### config.mk
export PLATFORM = sky130hd
export DESIGN_NAME = hazard_ctrl
export DESIGN_NICKNAME = d
export VERILOG_FILES = /design/src/rtl/hazard_ctrl.sv
export SDC_FILE = /design/constraint.sdc
export NUM_CORES = 1
export LEC_CHECK = 0
export ABC_AREA = 1
export CORE_ASPECT_RATIO = 1.1
export CORE_MARGIN = 1
export CORE_UTILIZATION = 36
export DETAILED_ROUTE_END_ITERATION = 7
export HOLD_SLACK_MARGIN = 0.05
export PLACE_DENSITY = 0.79
export SYNTH_ARGS = -nofsm -noshare
export SYNTH_HDL_FRONTEND = slang
export SYNTH_SLANG_ARGS = --single-unit
### constraint.sdc
create_clock -name clk -period 1.9 [get_ports clk]
set_clock_uncertainty 0.05 [all_clocks]
set_input_delay 0.38 -clock clk [delete_from_list [all_inputs] [get_ports clk]]
set_output_delay 0.38 -clock clk [all_outputs]
set_load 0.02 [all_outputs]
### src/rtl/hazard_ctrl.sv
// hazard_ctrl: decode-stage hazard and sequencing controller for the 5-stage
// RV32I pipeline. Detects load-use hazards and EX redirects, and freezes the
// pipeline while a data-memory access waits for its acknowledge.
// Optional performance counters are enabled with the HAZARD_PERF_EN macro.
module hazard_ctrl #(
  parameter int TIMEOUT = 16,
  parameter int CNT_W   = 32
) (
  input  logic             clk,
  input  logic             reset,
  input  logic [31:0]      id_inst,
  input  logic [4:0]       ex_rd,
  input  logic             ex_mem_read,
  input  logic             ex_redirect,
  input  logic             dmem_req,
  input  logic             dmem_ack,
  output logic             pc_write,
  output logic             if_id_write,
  output logic             if_id_flush,
  output logic             id_ex_flush,
  output logic             pipe_hold,
  output logic             timeout_err,
`ifdef HAZARD_PERF_EN
  output logic [CNT_W-1:0] stall_cnt,
  output logic [CNT_W-1:0] flush_cnt,
  output logic [CNT_W-1:0] wait_cnt,
`endif
  output logic [1:0]       state
);

  typedef enum logic [1:0] {
    RUN      = 2'd0,
    LU_STALL = 2'd1,
    MEM_WAIT = 2'd2,
    ILLEGAL  = 2'd3
  } state_t;

  localparam logic [7:0] TIMEOUT_W = TIMEOUT[7:0];

  // Parameter legality is checked at elaboration time.
  if (TIMEOUT < 2 || TIMEOUT > 255) begin : g_bad_timeout
    $error("hazard_ctrl: TIMEOUT must be in 2..255");
  end
  if (CNT_W < 1) begin : g_bad_cnt_w
    $error("hazard_ctrl: CNT_W must be at least 1");
  end

  state_t      state_reg, state_next;
  logic [7:0]  wait_reg, wait_next;
  logic        err_reg, err_next;

  logic [6:0]       opcode;
  logic [1:0][4:0]  src;
  logic [1:0]       src_used;
  logic [1:0]       src_hit;
  logic             load_use;
  logic             mem_stall;
  logic             unused_inst_bits;

  assign opcode           = id_inst[6:0];
  assign src[0]           = id_inst[19:15];
  assign src[1]           = id_inst[24:20];
  assign unused_inst_bits = ^{id_inst[31:25], id_inst[14:7]};

  // Which source fields the ID instruction actually reads, by opcode.
  always_comb begin
    src_used = 2'b00;
    case (opcode)
      7'b0100011, 7'b1100011, 7'b0110011: src_used = 2'b11;
      7'b0000011, 7'b0010011, 7'b1100111: src_used = 2'b01;
      default:                            src_used = 2'b00;
    endcase
  end

  // A used source matching the load destination; x0 is excluded via ex_rd below.
  for (genvar gi = 0; gi < 2; gi++) begin : g_src
    assign src_hit[gi] = src_used[gi] && (src[gi] == ex_rd);
  end

  assign load_use  = ex_mem_read && (ex_rd != 5'd0) && (|src_hit);
  assign mem_stall = dmem_req && !dmem_ack;

  // Next-state and combinational pipeline enables from state and inputs.
  always_comb begin
    state_next  = state_reg;
    wait_next   = wait_reg;
    err_next    = err_reg;
    pc_write    = 1'b1;
    if_id_write = 1'b1;
    if_id_flush = 1'b0;
    id_ex_flush = 1'b0;
    pipe_hold   = 1'b0;
    case (state_reg)
      RUN: begin
        if (mem_stall) begin
          pipe_hold   = 1'b1;
          pc_write    = 1'b0;
          if_id_write = 1'b0;
          state_next  = MEM_WAIT;
          wait_next   = 8'd1;
        end else if (ex_redirect) begin
          if_id_flush = 1'b1;
          id_ex_flush = 1'b1;
        end else if (load_use) begin
          pc_write    = 1'b0;
          if_id_write = 1'b0;
          id_ex_flush = 1'b1;
          state_next  = LU_STALL;
        end
      end
      LU_STALL: begin
        // EX holds the bubble, so no hazard check this cycle.
        state_next = RUN;
        if (mem_stall) begin
          pipe_hold   = 1'b1;
          pc_write    = 1'b0;
          if_id_write = 1'b0;
          state_next  = MEM_WAIT;
          wait_next   = 8'd1;
        end else if (ex_redirect) begin
          if_id_flush = 1'b1;
          id_ex_flush = 1'b1;
        end
      end
      MEM_WAIT: begin
        if (dmem_ack) begin
          // Release cycle: pending redirect or load-use is handled right away.
          state_next = RUN;
          if (ex_redirect) begin
            if_id_flush = 1'b1;
            id_ex_flush = 1'b1;
          end else if (load_use) begin
            pc_write    = 1'b0;
            if_id_write = 1'b0;
            id_ex_flush = 1'b1;
            state_next  = LU_STALL;
          end
        end else if (wait_reg >= TIMEOUT_W) begin
          err_next   = 1'b1;
          state_next = RUN;
        end else begin
          pipe_hold   = 1'b1;
          pc_write    = 1'b0;
          if_id_write = 1'b0;
          wait_next   = wait_reg + 8'd1;
        end
      end
      default: state_next = RUN;
    endcase
    // While in reset the pipeline registers are held flushed.
    if (!reset) begin
      pc_write    = 1'b0;
      if_id_write = 1'b0;
      if_id_flush = 1'b1;
      id_ex_flush = 1'b1;
      pipe_hold   = 1'b0;
    end
  end

  // FSM state, wait counter and sticky timeout flag.
  always_ff @(posedge clk or negedge reset) begin
    if (!reset) begin
      state_reg <= RUN;
      wait_reg  <= 8'd0;
      err_reg   <= 1'b0;
    end else begin
      state_reg <= state_next;
      wait_reg  <= wait_next;
      err_reg   <= err_next;
    end
  end

  assign state       = state_reg;
  assign timeout_err = err_reg;

`ifdef HAZARD_PERF_EN
  // Free-running wrap-around performance counters.
  always_ff @(posedge clk or negedge reset) begin
    if (!reset) begin
      stall_cnt <= '0;
      flush_cnt <= '0;
      wait_cnt  <= '0;
    end else begin
      if (!pc_write)              stall_cnt <= stall_cnt + CNT_W'(1);
      if (id_ex_flush)            flush_cnt <= flush_cnt + CNT_W'(1);
      if (state_reg == MEM_WAIT)  wait_cnt  <= wait_cnt + CNT_W'(1);
    end
  end
`endif

endmodule
==> results of run 1 <==
power by group:
| part | switching (mW) | total (mW) | internal, mW |
|---|---|---|---|
| logic | 0.174 | 0.333 | 0.159 |
| registers | 0.0146 | 0.272 | 0.257 |
| clock network | 0.0798 | 0.161 | 0.0813 |
| total | 0.269 | 0.766 | 0.497 |
routing by layer:
metal	up-vias	global-route usage, %	wire [µm]
met5	-	0	0
met4	0	6.48	0
met3	0	6.55	119
met2	27	37.6	1230
met1	411	19.5	874
li1	484	-	-
worst max-delay path by stage:
stage	startpoint	to	slack, ns
3_3_place_gp	ex_rd[3]	if_id_write	-0.72
4_1_cts	id_inst[24]	if_id_write	0.002
6_report	dmem_ack	pc_write	0.03
5_1_grt	dmem_ack	pc_write	-0.06
2_1_floorplan	state[1]	pc_write	0.08
3_5_place_dp	ex_rd[3]	if_id_write	-0.76
synthesized netlist by cell type (2+ instances only):
library cell and number:
nand2_1 26, inv_1 24, nor2_1 14, dfrtp_1 11, nand3_1 9, xnor2_1 7, a21oi_1 6, o21ai_0 5
nor2_4 3, nor3_1 3, ha_1 2, inv_2 2
cell type report:
type                    instances  area [µm²]
flip-flops and latches         11         275
well taps                      28        35.0
repair buffers                 54         429
multi-input cells              82         543
clock buffers                   4        26.3
inverters                      27         104
fillers                       195         672
cells by family (layout without fill, tap and decap cells):
group                    Yosys count  after routing  share of synthesized area [%]
adder cells (fa/ha/maj)            2              2                           3.03
buffers and inverters             28             85                           13.5
AND/OR/NAND/NOR                   59             59                           33.1
XOR/XNOR                           8              8                           8.47
flip-flops                        11             11                           33.3
AO/OA/AOI/OAI                     13             13                           8.62
timing repair:
item	4_1_cts	5_1_grt
pin swaps	25	30
endpoints found under the setup margin	5	4
setup buffers	1	3
endpoints found under the hold margin	0	0
gates resized for setup	67	53
==> flow_summary_export.csv, run 1 <==
group,metric,value,unit
outcome,status,"finished, final reports clean",
synthesis,synth_top_area_share,33.3,%
global_route,grt_pass1_vias,955,
cells_and_area,synthToLayoutAreaGrowth,70.8,%
pwr,peakVddDrop,0.419,mV
detailed_routing,drt_first_pass_iters,4,
min_path,worstHoldPathType,"in -> async",
synthesis,synth.area.top_cells,"dfrtp_1 (33%), nand2_1 (12%), inv_1 (11%)",
global_route,grt_pass1_wl,3560,µm
sta,setup_tns,0,ns
cells_and_area,nets,224,
synthesis,ys_seq_elements,11,
global_route,grt_overflow_total,0,
detailed_routing,final_antenna_net_count,0,
sta,whs,0.391,ns
placement,place_inst,198,
sta,worst_pin_slew,0.236,ns
worst_setup_path,cp-start-kind,"input pin",
clock_network,clockRootBuffer,"clkbuf_4",
worst_setup_path,critPathTopFamily,"buffers and inverters",
detailed_routing,drc,0,
detailed_routing,vias_per_cell,4.48,
worst_setup_path,worstPathRequired,1.47,ns
clock_network,cts_made_buffers,3,
worst_setup_path,cp.depth,8,
synthesis,synth_edf_count,0,
die,io_pins,51,
cells_and_area,diodes,0,
clock_network,cts_hold_buf,0,
die,floorplan.initialDensity,39.7,%
cells_and_area,fin_area,0.00141,mm²
sta,rsz0062_at_grt,"true",
clock_network,clockBufferDepth,2,
worst_setup_path,critPathBufInv,4,
cells_and_area,mostFrequentLayoutCell,"inv_1",
die,core_area,0.00208,mm²
placement,place_area,0.00132,mm²
sta,min_period,1.87,ns
cells_and_area,final_cell_mix,"inv_1 (21), buf_4 (19), nand2_1 (18)",
cells_and_area,layout.cells.non_filler,206,
detailed_routing,wl_per_cell,10.8,µm
clock_network,cts.sinks,11,
cells_and_area,largest_reg_flops,8,
placement,post-place-ws,-0.756,ns
synthesis,yosysWarnings,0,
pwr,total_power,0.766,mW
placement,hpwl,1770,µm
die,die-area,0.00249,mm²
pwr,power_density,542,mW/mm²
die,die_h,52.3,µm
detailed_routing,routed_wl,2230,µm
sta,hold_viol,0,
die,rows,17,
die,die_w,47.7,µm
sta,period_share,98.4,%
worst_setup_path,crit_arrival,1.44,ns
sta,setup_slack,0.0306,ns
synthesis,syn_area,827,µm²
worst_setup_path,rrSetupSlack,0.32,ns
sta,max_slew_margin,84.2,%
worst_setup_path,max_stage_delay,0.26,ns
synthesis,synth_cell_type_count,21,
run,drv_cap,0,
global_route,antenna_found_initial,0,
worst_setup_path,critPathMaxFanout,4,
synthesis,synth_async_sr_flop_share,100,%
worst_setup_path,crit_type,"in -> out",
worst_setup_path,cp-end-kind,"primary output",
detailed_routing,drt_iter0_drc,3,
worst_setup_path,critPathMostFrequentCell,"inv_2",
sta,final-setup-viol-count,0,
sta,slew_violations,0,
synthesis,syn-num-nets,166,
clock_network,htree_levels,1,
clock_network,clock_latency,0.27,ns
synthesis,synth_cells,121,
synthesis,yosysTopAreaCell,"dfrtp_1",
pwr,p_leak,0.727,nW
worst_setup_path,cp_cell_sequence,"dlygate4sd2_1 > inv_2 > nand2_2 > nor2_4 > o21ai_2 > inv_2 > a21oi_4 > buf_6",
cells_and_area,utilization,67.8,%
detailed_routing,vias,922,
sta,fmax,535,MHz
worst_setup_path,reg2reg_depth,10,
worst_setup_path,cpMaxStageDelayCell,"dlygate4sd2_1",
synthesis,seq_area_frac_synth,33.3,%
synthesis,synth_top_flop_cell,"dfrtp_1",
worst_setup_path,rr_endpoint,"wait_reg[4]",
global_route,grt_start_max_net_pins,12,
cells_and_area,drive_above_1_share,42.1,%
clock_network,tritoncts,"built",
clock_network,clk_pin_slew,0.07,ns
worst_setup_path,reg2reg_from,"state[0]",
synthesis,avgSynthCellArea,6.84,µm²
placement,gp_congestion,0.740,
global_route,grt_usage,20.0,%
placement,port-buffer-count,35,
Note: power is estimated with default switching activity, not from simulation.
==> run 2: changes to the inputs <==
--- a/config.mk
+++ b/config.mk
@@ -10,6 +10,7 @@
 export CORE_MARGIN = 1
 export CORE_UTILIZATION = 36
 export DETAILED_ROUTE_END_ITERATION = 7
+export GPL_ROUTABILITY_DRIVEN = 1
 export HOLD_SLACK_MARGIN = 0.05
 export PLACE_DENSITY = 0.79
 export SYNTH_ARGS = -nofsm -noshare
==> results of run 2 <==
The final DEF is identical to that of run 1; final timing and power are the same.
